===== src/rtl/id_ex_stage_pkg.sv =====
// Shared constants and types for the ID->EX pipeline stage.
// Holds the ALU op encodings and the control bundle, including the bubble default.
package id_ex_stage_pkg;

    localparam logic [3:0] ALU_OP_ADD = 4'd0;

    // Control bits that travel with an instruction from ID into EX.
    typedef struct packed {
        logic       valid;
        logic [3:0] aluop;
        logic       src1_sa;
        logic       src2_imm;
        logic       reg_write;
        logic       mem_read;
        logic       mem_write;
    } ctrl_t;

    // A bubble does no work and writes nothing back.
    // It still presents a defined ADD to the ALU.
    localparam ctrl_t CTRL_BUBBLE = '{
        valid:     1'b0,
        aluop:     ALU_OP_ADD,
        src1_sa:   1'b0,
        src2_imm:  1'b0,
        reg_write: 1'b0,
        mem_read:  1'b0,
        mem_write: 1'b0
    };

endpackage


===== src/rtl/id_ex_stage_if.sv =====
// Bundle of the decode-side inputs, the bypass buses and the EX-side outputs of the ID->EX stage.
// The slave modport is the stage itself. The master modport is the surrounding pipeline.
interface id_ex_stage_if #(
    parameter int DW = 32,
    parameter int RW = 5
);
    logic          stall;
    logic          flush;

    logic          id_valid;
    logic [3:0]    id_aluop;
    logic [RW-1:0] id_rs_addr;
    logic [RW-1:0] id_rt_addr;
    logic [RW-1:0] id_rd_addr;
    logic [DW-1:0] id_rs_val;
    logic [DW-1:0] id_rt_val;
    logic [15:0]   id_imm;
    logic          id_imm_sext;
    logic [4:0]    id_sa;
    logic          id_src1_sa;
    logic          id_src2_imm;
    logic          id_reg_write;
    logic          id_mem_read;
    logic          id_mem_write;

    logic          exmem_reg_write;
    logic [RW-1:0] exmem_rd;
    logic [DW-1:0] exmem_result;
    logic          memwb_reg_write;
    logic [RW-1:0] memwb_rd;
    logic [DW-1:0] memwb_result;

    logic          ex_valid;
    logic [3:0]    ex_aluop;
    logic [DW-1:0] ex_opnd1;
    logic [DW-1:0] ex_opnd2;
    logic [DW-1:0] ex_store_data;
    logic [RW-1:0] ex_rd;
    logic          ex_reg_write;
    logic          ex_mem_read;
    logic          ex_mem_write;
    logic          load_use_stall;

    modport slave (
        input  stall, flush,
        input  id_valid, id_aluop, id_rs_addr, id_rt_addr, id_rd_addr,
        input  id_rs_val, id_rt_val, id_imm, id_imm_sext, id_sa,
        input  id_src1_sa, id_src2_imm, id_reg_write, id_mem_read, id_mem_write,
        input  exmem_reg_write, exmem_rd, exmem_result,
        input  memwb_reg_write, memwb_rd, memwb_result,
        output ex_valid, ex_aluop, ex_opnd1, ex_opnd2, ex_store_data,
        output ex_rd, ex_reg_write, ex_mem_read, ex_mem_write, load_use_stall
    );

    modport master (
        output stall, flush,
        output id_valid, id_aluop, id_rs_addr, id_rt_addr, id_rd_addr,
        output id_rs_val, id_rt_val, id_imm, id_imm_sext, id_sa,
        output id_src1_sa, id_src2_imm, id_reg_write, id_mem_read, id_mem_write,
        output exmem_reg_write, exmem_rd, exmem_result,
        output memwb_reg_write, memwb_rd, memwb_result,
        input  ex_valid, ex_aluop, ex_opnd1, ex_opnd2, ex_store_data,
        input  ex_rd, ex_reg_write, ex_mem_read, ex_mem_write, load_use_stall
    );

endinterface


===== src/rtl/id_ex_stage_fwd_mux.sv =====
// Operand bypass selector for one register source.
// The younger EX/MEM result beats MEM/WB. Register $0 is never forwarded.
module id_ex_stage_fwd_mux #(
    parameter int DW = 32,
    parameter int RW = 5
) (
    input  logic [RW-1:0] addr,
    input  logic [DW-1:0] val,
    input  logic          exmem_reg_write,
    input  logic [RW-1:0] exmem_rd,
    input  logic [DW-1:0] exmem_result,
    input  logic          memwb_reg_write,
    input  logic [RW-1:0] memwb_rd,
    input  logic [DW-1:0] memwb_result,
    output logic [DW-1:0] fwd
);

    // Pick the newest in-flight value for this register, else the value latched at decode.
    always_comb begin
        fwd = val;
        if (addr != '0) begin
            if (exmem_reg_write && (exmem_rd == addr)) begin
                fwd = exmem_result;
            end else if (memwb_reg_write && (memwb_rd == addr)) begin
                fwd = memwb_result;
            end
        end
    end

endmodule


===== src/rtl/id_ex_stage.sv =====
// ID->EX pipeline register with load-use hazard detection and operand forwarding.
// Its outputs drive the EX-stage ALU operands directly.
module id_ex_stage
    import id_ex_stage_pkg::*;
#(
    parameter int DW = 32,
    parameter int RW = 5
) (
    input logic            clk,
    input logic            rst,
    id_ex_stage_if.slave   bus
);

    ctrl_t         ctrl_q;
    ctrl_t         id_ctrl;
    logic [RW-1:0] rs_addr_q;
    logic [RW-1:0] rt_addr_q;
    logic [RW-1:0] rd_q;
    logic [DW-1:0] rs_val_q;
    logic [DW-1:0] rt_val_q;
    logic [DW-1:0] imm_ext_q;
    logic [4:0]    sa_q;
    logic [DW-1:0] imm_ext;
    logic [DW-1:0] fwd_rs;
    logic [DW-1:0] fwd_rt;
    logic          load_use;

    // Gather the decoded control bits and extend the immediate before latching.
    always_comb begin
        id_ctrl = '{
            valid:     bus.id_valid,
            aluop:     bus.id_aluop,
            src1_sa:   bus.id_src1_sa,
            src2_imm:  bus.id_src2_imm,
            reg_write: bus.id_reg_write,
            mem_read:  bus.id_mem_read,
            mem_write: bus.id_mem_write
        };
        imm_ext = bus.id_imm_sext ? {{(DW-16){bus.id_imm[15]}}, bus.id_imm}
                                  : {{(DW-16){1'b0}}, bus.id_imm};
    end

    // Detect a load in EX whose result the decode slot needs.
    // rt is checked even for immediate forms because it also supplies store data.
    always_comb begin
        load_use = ctrl_q.valid && ctrl_q.mem_read && (rd_q != '0) && bus.id_valid &&
                   ((!bus.id_src1_sa && (bus.id_rs_addr == rd_q)) ||
                    (bus.id_rt_addr == rd_q));
    end

    // Stage register: reset, then flush, then stall hold, then load-use bubble, then normal load.
    always_ff @(posedge clk) begin
        if (rst || bus.flush || (!bus.stall && load_use)) begin
            ctrl_q    <= CTRL_BUBBLE;
            rs_addr_q <= '0;
            rt_addr_q <= '0;
            rd_q      <= '0;
            rs_val_q  <= '0;
            rt_val_q  <= '0;
            imm_ext_q <= '0;
            sa_q      <= '0;
        end else if (!bus.stall) begin
            ctrl_q    <= id_ctrl;
            rs_addr_q <= bus.id_rs_addr;
            rt_addr_q <= bus.id_rt_addr;
            rd_q      <= bus.id_rd_addr;
            rs_val_q  <= bus.id_rs_val;
            rt_val_q  <= bus.id_rt_val;
            imm_ext_q <= imm_ext;
            sa_q      <= bus.id_sa;
        end
    end

    id_ex_stage_fwd_mux #(.DW(DW), .RW(RW)) u_fwd_rs (
        .addr            (rs_addr_q),
        .val             (rs_val_q),
        .exmem_reg_write (bus.exmem_reg_write),
        .exmem_rd        (bus.exmem_rd),
        .exmem_result    (bus.exmem_result),
        .memwb_reg_write (bus.memwb_reg_write),
        .memwb_rd        (bus.memwb_rd),
        .memwb_result    (bus.memwb_result),
        .fwd             (fwd_rs)
    );

    id_ex_stage_fwd_mux #(.DW(DW), .RW(RW)) u_fwd_rt (
        .addr            (rt_addr_q),
        .val             (rt_val_q),
        .exmem_reg_write (bus.exmem_reg_write),
        .exmem_rd        (bus.exmem_rd),
        .exmem_result    (bus.exmem_result),
        .memwb_reg_write (bus.memwb_reg_write),
        .memwb_rd        (bus.memwb_rd),
        .memwb_result    (bus.memwb_result),
        .fwd             (fwd_rt)
    );

    // Select the ALU operands and drive the EX-side outputs.
    always_comb begin
        bus.ex_valid       = ctrl_q.valid;
        bus.ex_aluop       = ctrl_q.aluop;
        bus.ex_opnd1       = ctrl_q.src1_sa ? {{(DW-5){1'b0}}, sa_q} : fwd_rs;
        bus.ex_opnd2       = ctrl_q.src2_imm ? imm_ext_q : fwd_rt;
        bus.ex_store_data  = fwd_rt;
        bus.ex_rd          = rd_q;
        bus.ex_reg_write   = ctrl_q.reg_write;
        bus.ex_mem_read    = ctrl_q.mem_read;
        bus.ex_mem_write   = ctrl_q.mem_write;
        bus.load_use_stall = load_use;
    end

endmodule

===== src/flat_wrapper.sv =====
// flat-port wrapper written by rule: the top's interface ports become plain ports
module id_ex_stage_flat import id_ex_stage_pkg::*;
#(
    parameter int DW = 32,
    parameter int RW = 5
)
  (clk, rst, bus_stall, bus_flush, bus_id_valid, bus_id_aluop, bus_id_rs_addr, bus_id_rt_addr, bus_id_rd_addr, bus_id_rs_val, bus_id_rt_val, bus_id_imm, bus_id_imm_sext, bus_id_sa, bus_id_src1_sa, bus_id_src2_imm, bus_id_reg_write, bus_id_mem_read, bus_id_mem_write, bus_exmem_reg_write, bus_exmem_rd, bus_exmem_result, bus_memwb_reg_write, bus_memwb_rd, bus_memwb_result, bus_ex_valid, bus_ex_aluop, bus_ex_opnd1, bus_ex_opnd2, bus_ex_store_data, bus_ex_rd, bus_ex_reg_write, bus_ex_mem_read, bus_ex_mem_write, bus_load_use_stall);
  id_ex_stage_if #(.DW(DW), .RW(RW)) bus_i ();
  input logic clk;
  input logic rst;
  input wire logic [$bits(bus_i.stall)-1:0] bus_stall;
  input wire logic [$bits(bus_i.flush)-1:0] bus_flush;
  input wire logic [$bits(bus_i.id_valid)-1:0] bus_id_valid;
  input wire logic [$bits(bus_i.id_aluop)-1:0] bus_id_aluop;
  input wire logic [$bits(bus_i.id_rs_addr)-1:0] bus_id_rs_addr;
  input wire logic [$bits(bus_i.id_rt_addr)-1:0] bus_id_rt_addr;
  input wire logic [$bits(bus_i.id_rd_addr)-1:0] bus_id_rd_addr;
  input wire logic [$bits(bus_i.id_rs_val)-1:0] bus_id_rs_val;
  input wire logic [$bits(bus_i.id_rt_val)-1:0] bus_id_rt_val;
  input wire logic [$bits(bus_i.id_imm)-1:0] bus_id_imm;
  input wire logic [$bits(bus_i.id_imm_sext)-1:0] bus_id_imm_sext;
  input wire logic [$bits(bus_i.id_sa)-1:0] bus_id_sa;
  input wire logic [$bits(bus_i.id_src1_sa)-1:0] bus_id_src1_sa;
  input wire logic [$bits(bus_i.id_src2_imm)-1:0] bus_id_src2_imm;
  input wire logic [$bits(bus_i.id_reg_write)-1:0] bus_id_reg_write;
  input wire logic [$bits(bus_i.id_mem_read)-1:0] bus_id_mem_read;
  input wire logic [$bits(bus_i.id_mem_write)-1:0] bus_id_mem_write;
  input wire logic [$bits(bus_i.exmem_reg_write)-1:0] bus_exmem_reg_write;
  input wire logic [$bits(bus_i.exmem_rd)-1:0] bus_exmem_rd;
  input wire logic [$bits(bus_i.exmem_result)-1:0] bus_exmem_result;
  input wire logic [$bits(bus_i.memwb_reg_write)-1:0] bus_memwb_reg_write;
  input wire logic [$bits(bus_i.memwb_rd)-1:0] bus_memwb_rd;
  input wire logic [$bits(bus_i.memwb_result)-1:0] bus_memwb_result;
  output wire logic [$bits(bus_i.ex_valid)-1:0] bus_ex_valid;
  output wire logic [$bits(bus_i.ex_aluop)-1:0] bus_ex_aluop;
  output wire logic [$bits(bus_i.ex_opnd1)-1:0] bus_ex_opnd1;
  output wire logic [$bits(bus_i.ex_opnd2)-1:0] bus_ex_opnd2;
  output wire logic [$bits(bus_i.ex_store_data)-1:0] bus_ex_store_data;
  output wire logic [$bits(bus_i.ex_rd)-1:0] bus_ex_rd;
  output wire logic [$bits(bus_i.ex_reg_write)-1:0] bus_ex_reg_write;
  output wire logic [$bits(bus_i.ex_mem_read)-1:0] bus_ex_mem_read;
  output wire logic [$bits(bus_i.ex_mem_write)-1:0] bus_ex_mem_write;
  output wire logic [$bits(bus_i.load_use_stall)-1:0] bus_load_use_stall;
  assign bus_i.stall = bus_stall;
  assign bus_i.flush = bus_flush;
  assign bus_i.id_valid = bus_id_valid;
  assign bus_i.id_aluop = bus_id_aluop;
  assign bus_i.id_rs_addr = bus_id_rs_addr;
  assign bus_i.id_rt_addr = bus_id_rt_addr;
  assign bus_i.id_rd_addr = bus_id_rd_addr;
  assign bus_i.id_rs_val = bus_id_rs_val;
  assign bus_i.id_rt_val = bus_id_rt_val;
  assign bus_i.id_imm = bus_id_imm;
  assign bus_i.id_imm_sext = bus_id_imm_sext;
  assign bus_i.id_sa = bus_id_sa;
  assign bus_i.id_src1_sa = bus_id_src1_sa;
  assign bus_i.id_src2_imm = bus_id_src2_imm;
  assign bus_i.id_reg_write = bus_id_reg_write;
  assign bus_i.id_mem_read = bus_id_mem_read;
  assign bus_i.id_mem_write = bus_id_mem_write;
  assign bus_i.exmem_reg_write = bus_exmem_reg_write;
  assign bus_i.exmem_rd = bus_exmem_rd;
  assign bus_i.exmem_result = bus_exmem_result;
  assign bus_i.memwb_reg_write = bus_memwb_reg_write;
  assign bus_i.memwb_rd = bus_memwb_rd;
  assign bus_i.memwb_result = bus_memwb_result;
  assign bus_ex_valid = bus_i.ex_valid;
  assign bus_ex_aluop = bus_i.ex_aluop;
  assign bus_ex_opnd1 = bus_i.ex_opnd1;
  assign bus_ex_opnd2 = bus_i.ex_opnd2;
  assign bus_ex_store_data = bus_i.ex_store_data;
  assign bus_ex_rd = bus_i.ex_rd;
  assign bus_ex_reg_write = bus_i.ex_reg_write;
  assign bus_ex_mem_read = bus_i.ex_mem_read;
  assign bus_ex_mem_write = bus_i.ex_mem_write;
  assign bus_load_use_stall = bus_i.load_use_stall;
  id_ex_stage #(.DW(DW), .RW(RW)) u_core (.clk(clk), .rst(rst), .bus(bus_i));
endmodule

===== config.mk =====
export PLATFORM = sky130hd
export DESIGN_NAME = id_ex_stage_flat
export DESIGN_NICKNAME = d
export VERILOG_FILES = /design/src/rtl/id_ex_stage_pkg.sv /design/src/rtl/id_ex_stage_if.sv /design/src/rtl/id_ex_stage_fwd_mux.sv /design/src/rtl/id_ex_stage.sv /design/src/flat_wrapper.sv
export SDC_FILE = /design/constraint.sdc
export NUM_CORES = 1
export LEC_CHECK = 0
export CORE_MARGIN = 5
export CORE_UTILIZATION = 45
export CTS_BUF_LIST = sky130_fd_sc_hd__clkbuf_4 sky130_fd_sc_hd__clkbuf_8
export DETAILED_ROUTE_END_ITERATION = 10
export PLACE_DENSITY = 0.88
export SYNTH_ARGS = -nofsm -noshare
export SYNTH_HDL_FRONTEND = slang
export SYNTH_SLANG_ARGS = --single-unit

===== constraint.sdc =====
create_clock -name clk -period 5.7 [get_ports clk]
set_clock_uncertainty 0.2 [all_clocks]
set_input_delay 1.14 -clock clk [delete_from_list [all_inputs] [get_ports clk]]
set_output_delay 1.14 -clock clk [all_outputs]
set_load 0.005 [all_outputs]

# Word-level counts from Yosys, hierarchy flattened
# Cells that the tools add are included.
totals:
  ff_bits: 126
  output_inout_bits: 110
  wordCells: 47
classes:
  n_eq_ne: 6
  muxes: 9
  n_reduce_logical: 18
ops:
  columns: ["operator", "count"]
  rows:
  - ["two-way mux 32 bit", 9]
  - ["== test 5 bit", 6]
  - ["nonzero test 5 bit", 3]
  - ["logical AND 1 bit", 10]
  - ["logical OR 1 bit", 3]
  - ["zero test 1 bit", 2]

# Logic depth before layout (Yosys ltp)
logic_depth:
  word_depth: 6
  mapped_depth: 7

# By module
# Synthesis repeated with hierarchy kept, for this count alone.
hier_totals:
  hier_cells: 815
  hier_area_um2: 7737.4
by_module_without_submodules:
  columns: ["mod", "instances", "cells_per_inst", "area_each_um2", "seq_area_each_um2"]
  rows:
  - ["id_ex_stage", 1, 619, 5893.2, 2222.1]
  - ["id_ex_stage_fwd_mux", 2, 98, 922.1, 0.0]

# Least setup slack after synthesis
# No wires, ideal clock.
synth_timing:
  kind: "input -> output"
  startpoint: "input bus_exmem_rd[0]"
  endpoint: "output bus_ex_store_data[17]"
  t_arrival_ps: 2377
  slack_ps: 1983
  cell_stages: 7
  path_cell_list: "xnor2_1 nand4_2 o22ai_1 and2_1 buf_2 buf_4 o221ai_1"
synth_between:
  elab_chain_len: 4
synth_rtl:
  columns: ["item", "line_no", "text"]
  rows:
  - ["start: declaration", "flat_wrapper.sv:29", "input wire logic [$bits(bus_i.exmem_rd)-1:0] bus_exmem_rd;"]
  - ["== test 5 bit", "id_ex_stage_fwd_mux.sv:22", "if (exmem_reg_write && (exmem_rd == addr)) begin"]
  - ["logical AND 1 bit", "id_ex_stage_fwd_mux.sv:22", null]
  - ["two-way mux 32 bit", "id_ex_stage_fwd_mux.sv:22", null]
  - ["two-way mux 32 bit", "id_ex_stage_fwd_mux.sv:21", "if (addr != '0) begin"]
  - ["end: declaration", "flat_wrapper.sv:38", "output wire logic [$bits(bus_i.ex_store_data)-1:0] bus_ex_store_data;"]
# Every way passes these cells.

# Worst setup path after layout
layout_timing:
  startpoint: "input bus_memwb_rd[3]"
  endpoint: "output bus_ex_opnd2[1]"
layout_between:
  elab_chain_len: 6
layout_rtl:
  columns: ["item", "line_no", "text"]
  rows:
  - ["start: declaration", "flat_wrapper.sv:32", "input wire logic [$bits(bus_i.memwb_rd)-1:0] bus_memwb_rd;"]
  - ["== test 5 bit", "id_ex_stage_fwd_mux.sv:24", "end else if (memwb_reg_write && (memwb_rd == addr)) begin"]
  - ["logical AND 1 bit", "id_ex_stage_fwd_mux.sv:24", null]
  - ["two-way mux 32 bit", "id_ex_stage_fwd_mux.sv:24", null]
  - ["two-way mux 32 bit", "id_ex_stage_fwd_mux.sv:22", null]
  - ["two-way mux 32 bit", "id_ex_stage_fwd_mux.sv:21", null]
  - ["two-way mux 32 bit", "id_ex_stage.sv:103", "bus.ex_opnd2 = ctrl_q.src2_imm ? imm_ext_q : fwd_rt;"]
  - ["end: declaration", "flat_wrapper.sv:37", "output wire logic [$bits(bus_i.ex_opnd2)-1:0] bus_ex_opnd2;"]
# Every way passes these cells.

==> impl_metrics.env <==
export IMPL_remaining_drc_errors=0
export IMPL_multiInputGateArea_um2=4080
export IMPL_cts_path_max_buffers=2
export IMPL_final_area_um2=10100
export IMPL_htreeDepth=3
export IMPL_cap_viol_max_count=0
export IMPL_p_int_mw=1.29
export IMPL_worstMarginPinSlew_ns=1.10
export IMPL_initial_core_util_pct=45.5
export IMPL_period_minus_slack_ns=5.15
export IMPL_synth_edff_count=0
export IMPL_coreArea_um2=15100
export IMPL_yosys_area_top_type_share_pct=32.4
export IMPL_synth_top_cell_by_area="dfxtp_1"
export IMPL_start_kind="input port"
export IMPL_area_growth_pct=46.9
export IMPL_gr_usage_all_layers_pct=28.3
export IMPL_drv_slew=0
export IMPL_setup_violations_final=0
export IMPL_crit_arrival_ns=3.81
export IMPL_dpl_cell_area_um2=9870
export IMPL_p_comb_share_pct=26.7
export IMPL_tns_ns=0
export IMPL_period_share_pct=90.3
export IMPL_ys_seq_area_share_pct=32.4
export IMPL_hp_class="flip-flop to flip-flop"
export IMPL_synth_most_common_cell="nor2_1"
export IMPL_netlist_top_cells_count="nor2_1, dfxtp_1, mux2i_1"
export IMPL_grt_max_degree=97
export IMPL_hold_worst_slack_ns=0.300
export IMPL_mappedNetlistNets=984
export IMPL_cts_sinks=111
export IMPL_crit_required_ns=4.36
export IMPL_cts_buffers=9
export IMPL_vias=7253
export IMPL_nFillCells=1235
export IMPL_power_leakage_nw=3.78
export IMPL_r2r_start="u_core.bus.ex_rd[4]"
export IMPL_die_area_um2=17800
export IMPL_fin_util_pct=66.8
export IMPL_rsz0062_at_grt="false"
export IMPL_wire_per_inst_um=21.4
export IMPL_ant_nets=0
export IMPL_yosys_register_bits=111
export IMPL_final_setup_worst_slack_ns=0.554
export IMPL_antenna_found_initial=0
export IMPL_status="completed"
export IMPL_grt_pass1_wl_um=39800
export IMPL_end_kind="primary output"
export IMPL_die_x_um=133
export IMPL_crit_type="input port to primary output"
export IMPL_seqCellArea_um2=2220
export IMPL_p_clk_share_pct=27.7
export IMPL_drt_wl_total_um=26500
export IMPL_max_slew_margin_pct=26.9
export IMPL_clock_fmax_mhz=194
export IMPL_pwr_share_seq_pct=45.5
export IMPL_viasPerCell=5.85
export IMPL_power_density_nw_per_um2=180
export IMPL_holdBufCountCts=0
export IMPL_clk_latency_ns=0.39
export IMPL_ys_warn_count=0
export IMPL_synth_area_leaders="dfxtp_1, mux2i_1, nor2_1, o221a_2, o21a_1"
export IMPL_antenna_cells=0
export IMPL_drive_above_1_share_pct=7.22
export IMPL_switching_power_mw=0.518
export IMPL_io_buffer_count=300
export IMPL_cts_resized=0
export IMPL_finalHoldViolCount=0
export IMPL_ys_types=46
export IMPL_syn_area_um2=6860
export IMPL_avgSynthCellArea_um2=8.65
export IMPL_hp_start="u_core.imm_ext_q[1]"
export IMPL_gp_congestion=1.00
export IMPL_rows=45
export IMPL_syn_inst=793
export IMPL_dr_pass1_iters=6
export IMPL_overflow=0
export IMPL_finalNetCount=1238
export IMPL_post_cts_buffers=0
export IMPL_synthFlopType="dfxtp_1"
export IMPL_cp_max_fo=14
export IMPL_clock_root_buffer="clkbuf_8"
export IMPL_io_pins=301
export IMPL_grt_pass1_vias=6864
export IMPL_die_h_um=133
export IMPL_clk_pin_slew_ns=0.11
export IMPL_cts_tree="built"
export IMPL_switching_share_pct=28.6
export IMPL_crit_start="bus_memwb_rd[3]"
export IMPL_dp_worst_setup_slack_ns=0.614
export IMPL_dp_hpwl_um=19600
export IMPL_drtIter0Drc=754
export IMPL_async_flop_share_pct=0
export IMPL_ir_drop_mv=0.183
routing by layer:
layer  part of all wire, %  global-route usage, %  up-vias
met3                   8.4                   7.25       68
li1                      -                      -     3381
met2                    46                   45.0      394
met1                    43                   37.5     3410
met4                   2.8                   9.20        0
met5                     0                      0        -
logic make-up (layout without fill, tap and decap cells):
family	count (synthesis)	after routing	share of synthesized area [%]
AO/OA/AOI/OAI	203	203	25.1
buffers and inverters	121	380	8.28
flip-flops	111	111	32.4
XOR/XNOR	30	30	3.83
multiplexers	109	109	15.9
AND/OR/NAND/NOR	219	219	14.5
flip-flops by register name, indices dropped and copies added (netlist names):
name,cells
u_core.ctrl_q,2
u_core.bus.ex_mem_read,1
u_core.bus.ex_rd,5
u_core.rs_val_q,32
u_core.bus.ex_valid,1
u_core.rt_addr_q,5
u_core.bus.ex_reg_write,1
u_core.imm_ext_q,17
u_core.bus.ex_mem_write,1
u_core.rt_val_q,32
u_core.rs_addr_q,5
u_core.sa_q,5
u_core.bus.ex_aluop,4
power groups by stage:
stage          combinational [mW]  clock (mW)  sequential, mW
2_1_floorplan               0.213           0           0.832
4_1_cts                     0.482       0.516           0.824
3_3_place_gp                0.474           0           0.841
3_5_place_dp                0.479           0           0.842
5_1_grt                     0.514       0.544           0.828
6_report                    0.485       0.502           0.825
worst max-delay path, stage by stage:
cell	delay, ns
clkdlybuf4s50_1	0.52
xnor2_1	0.14
nand4_1	0.28
buf_4	0.31
a2111oi_0	0.62
o21ai_0	0.18
o311a_1	0.16
clkdlybuf4s50_1	0.44
final timing paths:
| kind | end | slack (ns) | cells after the start |
|---|---|---|---|
| max reg2reg | u_core.imm_ext_q[9] | 2.93 | 6 |
| min | u_core.imm_ext_q[1] | 0.30 | 2 |
| max | bus_ex_opnd2[1] | 0.55 | 8 |
| min reg2reg | u_core.imm_ext_q[1] | 0.30 | 2 |
metrics by stage:
step,std cells,power (mW)
2_1_floorplan,793,1.04
3_3_place_gp,1224,1.31
3_5_place_dp,1224,1.32
4_1_cts,1240,1.82
5_1_grt,1240,1.89
6_report,1240,1.81
layout by cell type (no fill, tap or decap), types with 3 or more instances in the layout:
cell | synthesis | routed
a2111oi_0 | 6 | 6
a2111oi_2 | 10 | 10
a21oi_1 | 29 | 29
a32oi_1 | 5 | 5
buf_4 | 9 | 15
clkbuf_8 | 0 | 9
clkdlybuf4s50_1 | 0 | 299
dfxtp_1 | 111 | 110
inv_1 | 47 | 47
inv_6 | 0 | 3
mux2i_1 | 109 | 109
nand2_1 | 25 | 25
nand2b_1 | 20 | 20
nand3_1 | 19 | 19
nand4_1 | 3 | 3
nor2_1 | 123 | 123
nor3_1 | 17 | 17
o21a_1 | 32 | 32
o21ai_0 | 26 | 26
o21ai_1 | 6 | 6
o221a_1 | 20 | 20
o221a_2 | 23 | 23
o221ai_1 | 16 | 16
o311a_1 | 19 | 19
xnor2_1 | 27 | 27
xor2_1 | 3 | 3
cell type report:
class / count / area share (%)
Clock inverter: 7 / 0.795
Timing Repair Buffer: 317 / 31.3
Multi-Input combinational cell: 561 / 40.5
Clock buffer: 9 / 1.23
Sequential cell: 111 / 22.1
Inverter: 47 / 1.75
Tap cell: 188 / 2.33
No activity file was read; power rests on OpenSTA's default activity.
